### src/rtl/qmult_sched_if.sv
// qmult_sched_if: requester-side bundle of the shared-multiplier scheduler.
//
// Handshake (one comment, applies to every requester i):
//   req[i] is a level request. The requester raises it with a_bus/b_bus slice
//   i valid and holds it until done[i] pulses. Operands are sampled only on the
//   grant edge. done[i] is a one-cycle pulse with result/ovr valid in that same
//   cycle. A requester that keeps req[i] high after done[i] is treated as
//   issuing a new request.
//
// Signals:
//   req        requester -> scheduler  per-requester request level
//   a_bus      requester -> scheduler  multiplicand i at [i*N +: N]
//   b_bus      requester -> scheduler  multiplier i at [i*N +: N]
//   done       scheduler -> requester  one-hot completion pulse
//   result     scheduler -> requester  registered sign-magnitude product
//   ovr        scheduler -> requester  registered overflow flag
//   gnt_id     scheduler -> requester  index being served
//   busy       scheduler -> requester  operation in flight
//   state_dbg  scheduler -> observer   raw FSM state encoding
interface qmult_sched_if #(
    parameter int N    = 32,
    parameter int NREQ = 4,
    parameter int IDW  = 2
);
    logic [NREQ-1:0]   req;
    logic [NREQ*N-1:0] a_bus;
    logic [NREQ*N-1:0] b_bus;
    logic [NREQ-1:0]   done;
    logic [N-1:0]      result;
    logic              ovr;
    logic [IDW-1:0]    gnt_id;
    logic              busy;
    logic [1:0]        state_dbg;

    modport master (
        output req, a_bus, b_bus,
        input  done, result, ovr, gnt_id, busy, state_dbg
    );

    modport slave (
        input  req, a_bus, b_bus,
        output done, result, ovr, gnt_id, busy, state_dbg
    );
endinterface

### src/rtl/qmult_sched.sv
// qmult_sched: round-robin scheduler sharing one sign-magnitude fixed-point
// multiplier (qmult) among NREQ requesters.
//
// Ports:
//   clk    rising-edge clock
//   rst_n  asynchronous active-low reset
//   bus    qmult_sched_if.slave (req/a_bus/b_bus in; done/result/ovr/gnt_id/
//          busy/state_dbg out)
//
// Flow: S_IDLE picks a winner and latches its operands, S_MUL registers the
// product, S_DONE pulses done[gnt_id] and advances the round-robin pointer.

// qmult: combinational sign-magnitude multiply with Q fractional bits.
// Magnitude is truncated; discarded high product bits raise ovr (no saturation).
module qmult #(
    parameter int N = 32,
    parameter int Q = 15
) (
    input  logic [N-1:0] a,
    input  logic [N-1:0] b,
    output logic [N-1:0] y,
    output logic         ovr
);
    logic [2*N-3:0] p;

    assign p   = (2*N-2)'(a[N-2:0]) * (2*N-2)'(b[N-2:0]);
    // Sign is the XOR even for zero magnitude; -0 is intentionally kept.
    assign y   = {a[N-1] ^ b[N-1], (N-1)'(p >> Q)};
    assign ovr = |(p >> (N-1+Q));
endmodule

module qmult_sched #(
    parameter int N    = 32,
    parameter int Q    = 15,
    parameter int NREQ = 4,
    parameter int IDW  = 2
) (
    input  logic          clk,
    input  logic          rst_n,
    qmult_sched_if.slave  bus
);
    typedef enum logic [1:0] {
        S_IDLE = 2'd0,
        S_MUL  = 2'd1,
        S_DONE = 2'd2
    } state_t;

    state_t         state, state_next;
    logic [IDW-1:0] ptr;
    logic [IDW-1:0] gnt_r;
    logic [N-1:0]   op_a, op_b;
    logic [N-1:0]   result_r;
    logic           ovr_r;
    logic [N-1:0]   mul_y;
    logic           mul_ovr;

    logic           win_valid;
    logic [IDW-1:0] win_id;
    logic [IDW-1:0] cand;
    logic           load_op, load_res, advance_ptr;

    // Round-robin search: first set req bit at ptr, ptr+1, ... (mod NREQ).
    always_comb begin
        win_valid = 1'b0;
        win_id    = '0;
        cand      = '0;
        for (int k = 0; k < NREQ; k++) begin
            cand = IDW'((int'(ptr) + k) % NREQ);
            if (!win_valid && bus.req[cand]) begin
                win_valid = 1'b1;
                win_id    = cand;
            end
        end
    end

    always_ff @(posedge clk or negedge rst_n) begin
        if (!rst_n) state <= S_IDLE;
        else        state <= state_next;
    end

    always_comb begin
        state_next  = state;
        load_op     = 1'b0;
        load_res    = 1'b0;
        advance_ptr = 1'b0;
        case (state)
            S_IDLE: begin
                if (win_valid) begin
                    load_op    = 1'b1;
                    state_next = S_MUL;
                end
            end
            S_MUL: begin
                load_res   = 1'b1;
                state_next = S_DONE;
            end
            S_DONE: begin
                advance_ptr = 1'b1;
                state_next  = S_IDLE;
            end
            default: state_next = S_IDLE;
        endcase
    end

    always_ff @(posedge clk or negedge rst_n) begin
        if (!rst_n) begin
            ptr      <= '0;
            gnt_r    <= '0;
            op_a     <= '0;
            op_b     <= '0;
            result_r <= '0;
            ovr_r    <= 1'b0;
        end else begin
            if (load_op) begin
                op_a  <= bus.a_bus[win_id*N +: N];
                op_b  <= bus.b_bus[win_id*N +: N];
                gnt_r <= win_id;
            end
            if (load_res) begin
                result_r <= mul_y;
                ovr_r    <= mul_ovr;
            end
            // Pointer moves past the requester just served, wrapping at NREQ-1.
            if (advance_ptr) begin
                ptr <= (gnt_r == IDW'(NREQ-1)) ? '0 : gnt_r + 1'b1;
            end
        end
    end

    // The multiplier only ever sees the latched operands, so requesters may
    // change their buses once granted.
    qmult #(.N(N), .Q(Q)) u_qmult (
        .a   (op_a),
        .b   (op_b),
        .y   (mul_y),
        .ovr (mul_ovr)
    );

    assign bus.done      = (state == S_DONE) ? (NREQ'(1) << gnt_r) : '0;
    assign bus.result    = result_r;
    assign bus.ovr       = ovr_r;
    assign bus.gnt_id    = gnt_r;
    assign bus.busy      = (state != S_IDLE);
    assign bus.state_dbg = state;
endmodule

### src/flat_wrapper.sv
// flat-port wrapper written by rule: the top's interface ports become plain ports
module qmult_sched_flat 
#(
    parameter int N    = 32,
    parameter int Q    = 15,
    parameter int NREQ = 4,
    parameter int IDW  = 2
)
  (clk, rst_n, bus_req, bus_a_bus, bus_b_bus, bus_done, bus_result, bus_ovr, bus_gnt_id, bus_busy, bus_state_dbg);
  qmult_sched_if #(.N(N), .NREQ(NREQ), .IDW(IDW)) bus_i ();
  input  logic clk;
  input  logic rst_n;
  input wire logic [$bits(bus_i.req)-1:0] bus_req;
  input wire logic [$bits(bus_i.a_bus)-1:0] bus_a_bus;
  input wire logic [$bits(bus_i.b_bus)-1:0] bus_b_bus;
  output wire logic [$bits(bus_i.done)-1:0] bus_done;
  output wire logic [$bits(bus_i.result)-1:0] bus_result;
  output wire logic [$bits(bus_i.ovr)-1:0] bus_ovr;
  output wire logic [$bits(bus_i.gnt_id)-1:0] bus_gnt_id;
  output wire logic [$bits(bus_i.busy)-1:0] bus_busy;
  output wire logic [$bits(bus_i.state_dbg)-1:0] bus_state_dbg;
  assign bus_i.req = bus_req;
  assign bus_i.a_bus = bus_a_bus;
  assign bus_i.b_bus = bus_b_bus;
  assign bus_done = bus_i.done;
  assign bus_result = bus_i.result;
  assign bus_ovr = bus_i.ovr;
  assign bus_gnt_id = bus_i.gnt_id;
  assign bus_busy = bus_i.busy;
  assign bus_state_dbg = bus_i.state_dbg;
  qmult_sched #(.N(N), .Q(Q), .NREQ(NREQ), .IDW(IDW)) u_core (.clk(clk), .rst_n(rst_n), .bus(bus_i));
endmodule
### config.mk
export PLATFORM = sky130hd
export DESIGN_NAME = qmult_sched_flat
export DESIGN_NICKNAME = d
export VERILOG_FILES = /design/src/rtl/qmult_sched_if.sv /design/src/rtl/qmult_sched.sv /design/src/flat_wrapper.sv
export SDC_FILE = /design/constraint.sdc
export NUM_CORES = 2
export LEC_CHECK = 0
export BUFFER_PORTS_ARGS = -buffer_cell sky130_fd_sc_hd__buf_2
export CAP_MARGIN = 5
export CELL_PAD_IN_SITES_DETAIL_PLACEMENT = 1
export CELL_PAD_IN_SITES_GLOBAL_PLACEMENT = 1
export CORE_UTILIZATION = 30
export CTS_BUF_LIST = sky130_fd_sc_hd__clkbuf_8
export DETAILED_ROUTE_END_ITERATION = 8
export GPL_TIMING_DRIVEN = 0
export PLACE_DENSITY_LB_ADDON = 0.3
export SLEW_MARGIN = 40
export SYNTH_ARGS = -nofsm -noshare
export SYNTH_HDL_FRONTEND = slang
export SYNTH_HIERARCHICAL = 1
export SYNTH_SLANG_ARGS = --single-unit
### constraint.sdc
create_clock -name clk -period 23.3 [get_ports clk]
set_input_delay 6.99 -clock clk [delete_from_list [all_inputs] [get_ports clk]]
set_output_delay 6.99 -clock clk [all_outputs]
set_load 0.1 [all_outputs]
==> After elaboration in Yosys (flattened, before gate mapping) <==
Index checks and enable logic that the tools add are counted.
{ "totals": {"register_bits": 103, "out_inout_bits": 42, "inputBits": 262, "wordCells": 57} }
{ "op_classes": {"multipliers": 1, "addsub": 4, "n_eq_ne": 4, "bitwise": 1, "mux": 24, "order_cmp": 4, "n_shift": 3, "reduce_logical": 9} }
{ "ops": {"columns": ["cell", "count"], "rows": [
  ["indexed part select 128 x 8 -> 32 bit", 2],
  ["multiplier 31 x 31 -> 62 bit", 1],
  ["OR reduction 16 bit", 1],
  ["< comparator 2 x 3 -> 1 bit (second input constant)", 4],
  ["two-way mux 1 bit", 12],
  ["two-way mux 2 bit", 6],
  ["binary-select mux 1 bit (select 2 bit)", 4],
  ["adder 2 x 1 -> 2 bit (second input constant)", 2],
  ["adder 2 bit (second input constant)", 2],
  ["equality test 2 bit (second input constant)", 2],
  ["two-way mux 4 bit", 1],
  ["one-hot mux 2 bit (2 select lines)", 1],
  ["left shift 1 x 2 -> 4 bit (first input constant)", 1],
  ["logical AND 1 bit", 3],
  ["zero test 1 bit", 3],
  ["equality test 2 x 1 -> 1 bit (second input constant)", 1],
  ["zero test 2 bit", 1],
  ["inequality test 2 x 1 -> 1 bit (second input constant)", 1],
  ["nonzero test 2 bit", 1],
  ["bitwise XOR 1 bit", 1]
]} }

==> Logic depth before layout (Yosys ltp) <==
{ "logic_depth": {"ltp_word": 14, "depth_mapped": 30, "ltp_nobuf": 29} }

==> By module <==
Netlist, hierarchy kept.
{ "modules_own_cells": {"columns": ["module", "n_inst", "area_per_inst_um2", "cells_each", "seq_area_each_um2"], "rows": [
  ["qmult", 1, 31347.6, 3492, 0.0],
  ["qmult_sched", 1, 5665.4, 471, 2577.5]
]} }

==> Worst setup path before layout <==
OpenSTA, ideal clock, no wires.
{ "synth_path": {"path_kind": "reg2out", "from": "register u_core.state[1] (netlist: u_core/bus.state_dbg[1])", "to": "output port bus_done[0]", "setup_slack_ps": 14242, "arrival_time_ps": 2068, "path_buffers": 0, "required_ps": 16310, "path_stages_with_launch": 3, "cell_sequence": "dfrtp_1 -> nor2b_1 -> and2_1"} }
{ "synth_between": {"elab_chain_cells": 2} }
{ "synth_rtl": {"columns": ["element", "line", "source"], "rows": [
  ["start: declaration", "qmult_sched.sv:48", "state_t state, state_next;"],
  ["start signal: assignment", "qmult_sched.sv:78", "else state <= state_next;"],
  ["equality test 2 bit", "qmult_sched.sv:139", "assign bus.done = (state == S_DONE) ? (NREQ'(1) << gnt_r) : '0;"],
  ["two-way mux 4 bit", "qmult_sched.sv:139", null],
  ["end: declaration", "flat_wrapper.sv:16", "output wire logic [$bits(bus_i.done)-1:0] bus_done;"]
]} }
No other way between the ends.

==> Worst setup path in the final report <==
{ "layout_path": {"from": "register u_core.op_a[0]", "to": "register u_core.ovr_r (netlist: u_core/bus.ovr)"} }
{ "layout_between": {"elab_chain_cells": 2} }
{ "layout_rtl": {"columns": ["element", "line", "source"], "rows": [
  ["start: declaration", "qmult_sched.sv:51", "logic [N-1:0] op_a, op_b;"],
  ["start signal: assignment", "qmult_sched.sv:115", "op_a <= bus.a_bus[win_id*N +: N];"],
  ["multiplier 31 x 31 -> 62 bit", "qmult_sched.sv:26", "assign p = (2*N-2)'(a[N-2:0]) * (2*N-2)'(b[N-2:0]);"],
  ["OR reduction 16 bit", "qmult_sched.sv:29", "assign ovr = |(p >> (N-1+Q));"],
  ["named net u_core.mul_ovr", "qmult_sched.sv:55", "logic mul_ovr;"],
  ["end signal: assignment", "qmult_sched.sv:121", "ovr_r <= mul_ovr;"],
  ["end: declaration", "qmult_sched.sv:53", "logic ovr_r;"]
]} }
The timed path passes the listed nets, and every way through them passes these cells.
A chain may end at the register's enable or synchronous reset.

==> results.cfg <==
[floorplanning]
fp-row-count = 128
core-area_um2 = 122000
die-height_um = 353
start_util = 0.303
io_pins = 304
fp.dieW_um = 353
die_area_um2 = 125000

[grt]
grt_pass1_wl_um = 224000
overflow = 0
grt_pass1_vias = 32400
antenna_found_initial = 31
grt_max_degree = 70
global_route.usage.total = 0.251

[logic_synthesis]
post-synth-top-count-cell = fa_1
synth_area_leader_cell = fa_1
synthArstFlopShare = 1.00
synth_ff_type = dfrtp_1
ys_seq_area_frac = 0.0696
yosys.cell_types.count = 75
synth_edf_count = 0
ys_ff_latch = 103
post_synth.cell_area_avg_um2 = 9.34
syn-cell-area_um2 = 37000
ys_top_cells_by_area = fa_1 (45%), and2_1 (10%), ha_1 (8.7%), inv_1 (8.3%), dfrtp_1 (7.0%)
synth_cells = 3963
synth_commonest_cells = fa_1 (836), inv_1 (822), and2_1 (589)
yosys.area.top_type_share = 0.452
yosysWarnings = 6
syn_nets = 5317

[sta]
final_hold_viol_count = 0
worst-slew-pin-transition_ns = 0.978
min_period_ns = 10.11
clock_skew_ns = 0.0289
post-route-period-util = 0.434
tns_ns = 0
drv_slew = 0
slew_headroom = 0.348
fmax_ghz = 0.0989
setup_viol = 0
rsz0062_at_grt = false

[layout]
regArea_um2 = 2580
drive_gt1_frac = 0.115
syn2layout_area_growth_pct = 10.6
nets = 5634
multi_input_area_um2 = 30300
fillCellCount = 14400

[clock_tree]
cts_root_buffer = clkbuf_8
cts_tree = done
clock_latency_ns = 0.50
numCtsBuffers = 9
clk_pin_slew_ns = 0.15
clock_path_buffers = 2
hold_buffers = 0
cts_setup_buffers = 0
cts.sinks = 103
htreeDepth = 3
cts_repair_resize_count = 0

[detailed_routing]
drcViolationCount = 0
wl_per_cell_um = 26.5
first_iter_violations = 2081
via_count = 29700
dr.pass1.iters = 5
viasPerCell = 5.02
drtAntennaViolNets = 0
wl_um = 157000

[critical_path]
worstPathRequired_ns = 23.71
crit_path_start_kind = register
cp-end-kind = register
cp_max_fo = 10
cp.arrival_ns = 10.52
worstSetupPathType = reg -> reg

[job]
maxCapViolCount = 0

[worst_hold_path]
hp-class = reg -> reg

[outcome]
status = completed

[placed_design]
gp_congestion = 0.990
dp_hpwl_um = 134000
port_buffers = 303
==> per-stage QoR <==
stage | worst slack, ns | std cells | hold WS, ns | util | area [um^2]
after global placement | 13.24 | 5891 | 0.485 | 0.332 | 40600
after CTS | 13.29 | 5910 | 0.522 | 0.335 | 40900
after detailed placement | 13.31 | 5894 | 0.492 | 0.334 | 40700
after global routing | 12.97 | 5911 | 0.532 | 0.335 | 40900
final | 13.19 | 5919 | 0.513 | 0.336 | 41000
after floorplan | 14.24 | 3963 | 0.479 | - | 37000
==> cell usage in the layout (no fill, tap or decap), types with 8 or more instances in the layout <==
cell	n
mux2_2	35
and2_1	589
diode_2	9
nor3_1	8
inv_1	822
o21bai_1	13
o221ai_2	10
fa_1	836
a31oi_1	8
clkbuf_2	83
buf_2	307
nand4_1	22
clkbuf_8	9
ha_1	256
mux2i_1	129
nand2_1	498
dfrtp_1	103
nor2_1	30
nand3_1	13
a21o_1	21
clkbuf_1	137
xnor2_1	25
xor2_1	15
buf_4	9
a21oi_1	76
o221ai_1	56
o21ai_0	45
==> worst max-delay path: stages (launching register included) <==
cell and delay [ns]:
dfrtp_1 0.63, clkbuf_1 0.58, clkbuf_1 0.77, nand2_1 0.15, fa_1 0.51, fa_1 0.50, inv_1 0.05, fa_1 0.49
fa_1 0.43, fa_1 0.55, fa_1 0.45, fa_1 0.50, inv_1 0.05, fa_1 0.48, inv_1 0.05, ha_1 0.26
buf_2 0.19, nand4_1 0.13, or4_1 0.62, or4_1 0.46, a211oi_2 0.66, nor4_1 0.22, o31ai_1 0.36, mux2i_1 0.25
o21ai_0 0.11, nor4_1 0.17, nand2_1 0.11, mux2_2 0.27
==> cell families (layout without fill, tap and decap cells) <==
kind of cell / count (synthesis) / count (layout) / synth area share
adder cells (fa/ha/maj): 1092 / 1092 / 0.539
buffers and inverters: 1070 / 1392 / 0.113
AO/OA/AOI/OAI: 283 / 283 / 0.0543
other: 0 / 9 / 0
XOR/XNOR: 40 / 40 / 0.00947
flip-flops: 103 / 103 / 0.0696
AND/OR/NAND/NOR: 1209 / 1209 / 0.169
multiplexers: 166 / 166 / 0.0462
==> state kept, by name (all words and copies together) (netlist names) <==
signal and cells:
u_core/bus.result 32, u_core/bus.gnt_id 2, u_core/op_b 32, u_core/bus.ovr 1, u_core/op_a 32, u_core/bus.state_dbg 2
u_core/ptr 2
==> final timing paths <==
path | start | to | slack [ns] | depth (start not counted)
min | u_core/bus.result[17] | u_core/bus.result[17] | 0.51 | 1
min reg2reg | u_core/bus.result[17] | u_core/bus.result[17] | 0.51 | 1
min in group asynchronous | rst_n | u_core/op_b[13] | 6.35 | 1
max reg2reg | u_core/op_a[0] | u_core/bus.ovr | 13.19 | 27
max in group asynchronous | rst_n | u_core/op_a[26] | 16.28 | 2
max | u_core/op_a[0] | u_core/bus.ovr | 13.19 | 27
==> metal layers <==
layer / track usage / vias up / wire [um]
met3: 0.0361 / 285 / 9290
met1: 0.317 / 15900 / 62600
met4: 0.120 / 6 / 8570
met5: 0 / - / 47
li1: - / 12500 / -
met2: 0.422 / 946 / 76100
==> layout make-up <==
| type | instances | share of cell area |
|---|---|---|
| sequential | 103 | 0.0629 |
| multi-input combinational | 2790 | 0.739 |
| buffer | 247 | 0.0288 |
| clock buffer | 9 | 0.00302 |
| antenna | 9 | 0.000550 |
| inverter | 823 | 0.0754 |
| tap | 1625 | 0.0496 |
| timing repair buffer | 306 | 0.0383 |
| clock inverter | 7 | 0.00211 |
Power is not shown: default switching activity piles up to over one toggle a cycle in this logic, so the estimate is an artifact.
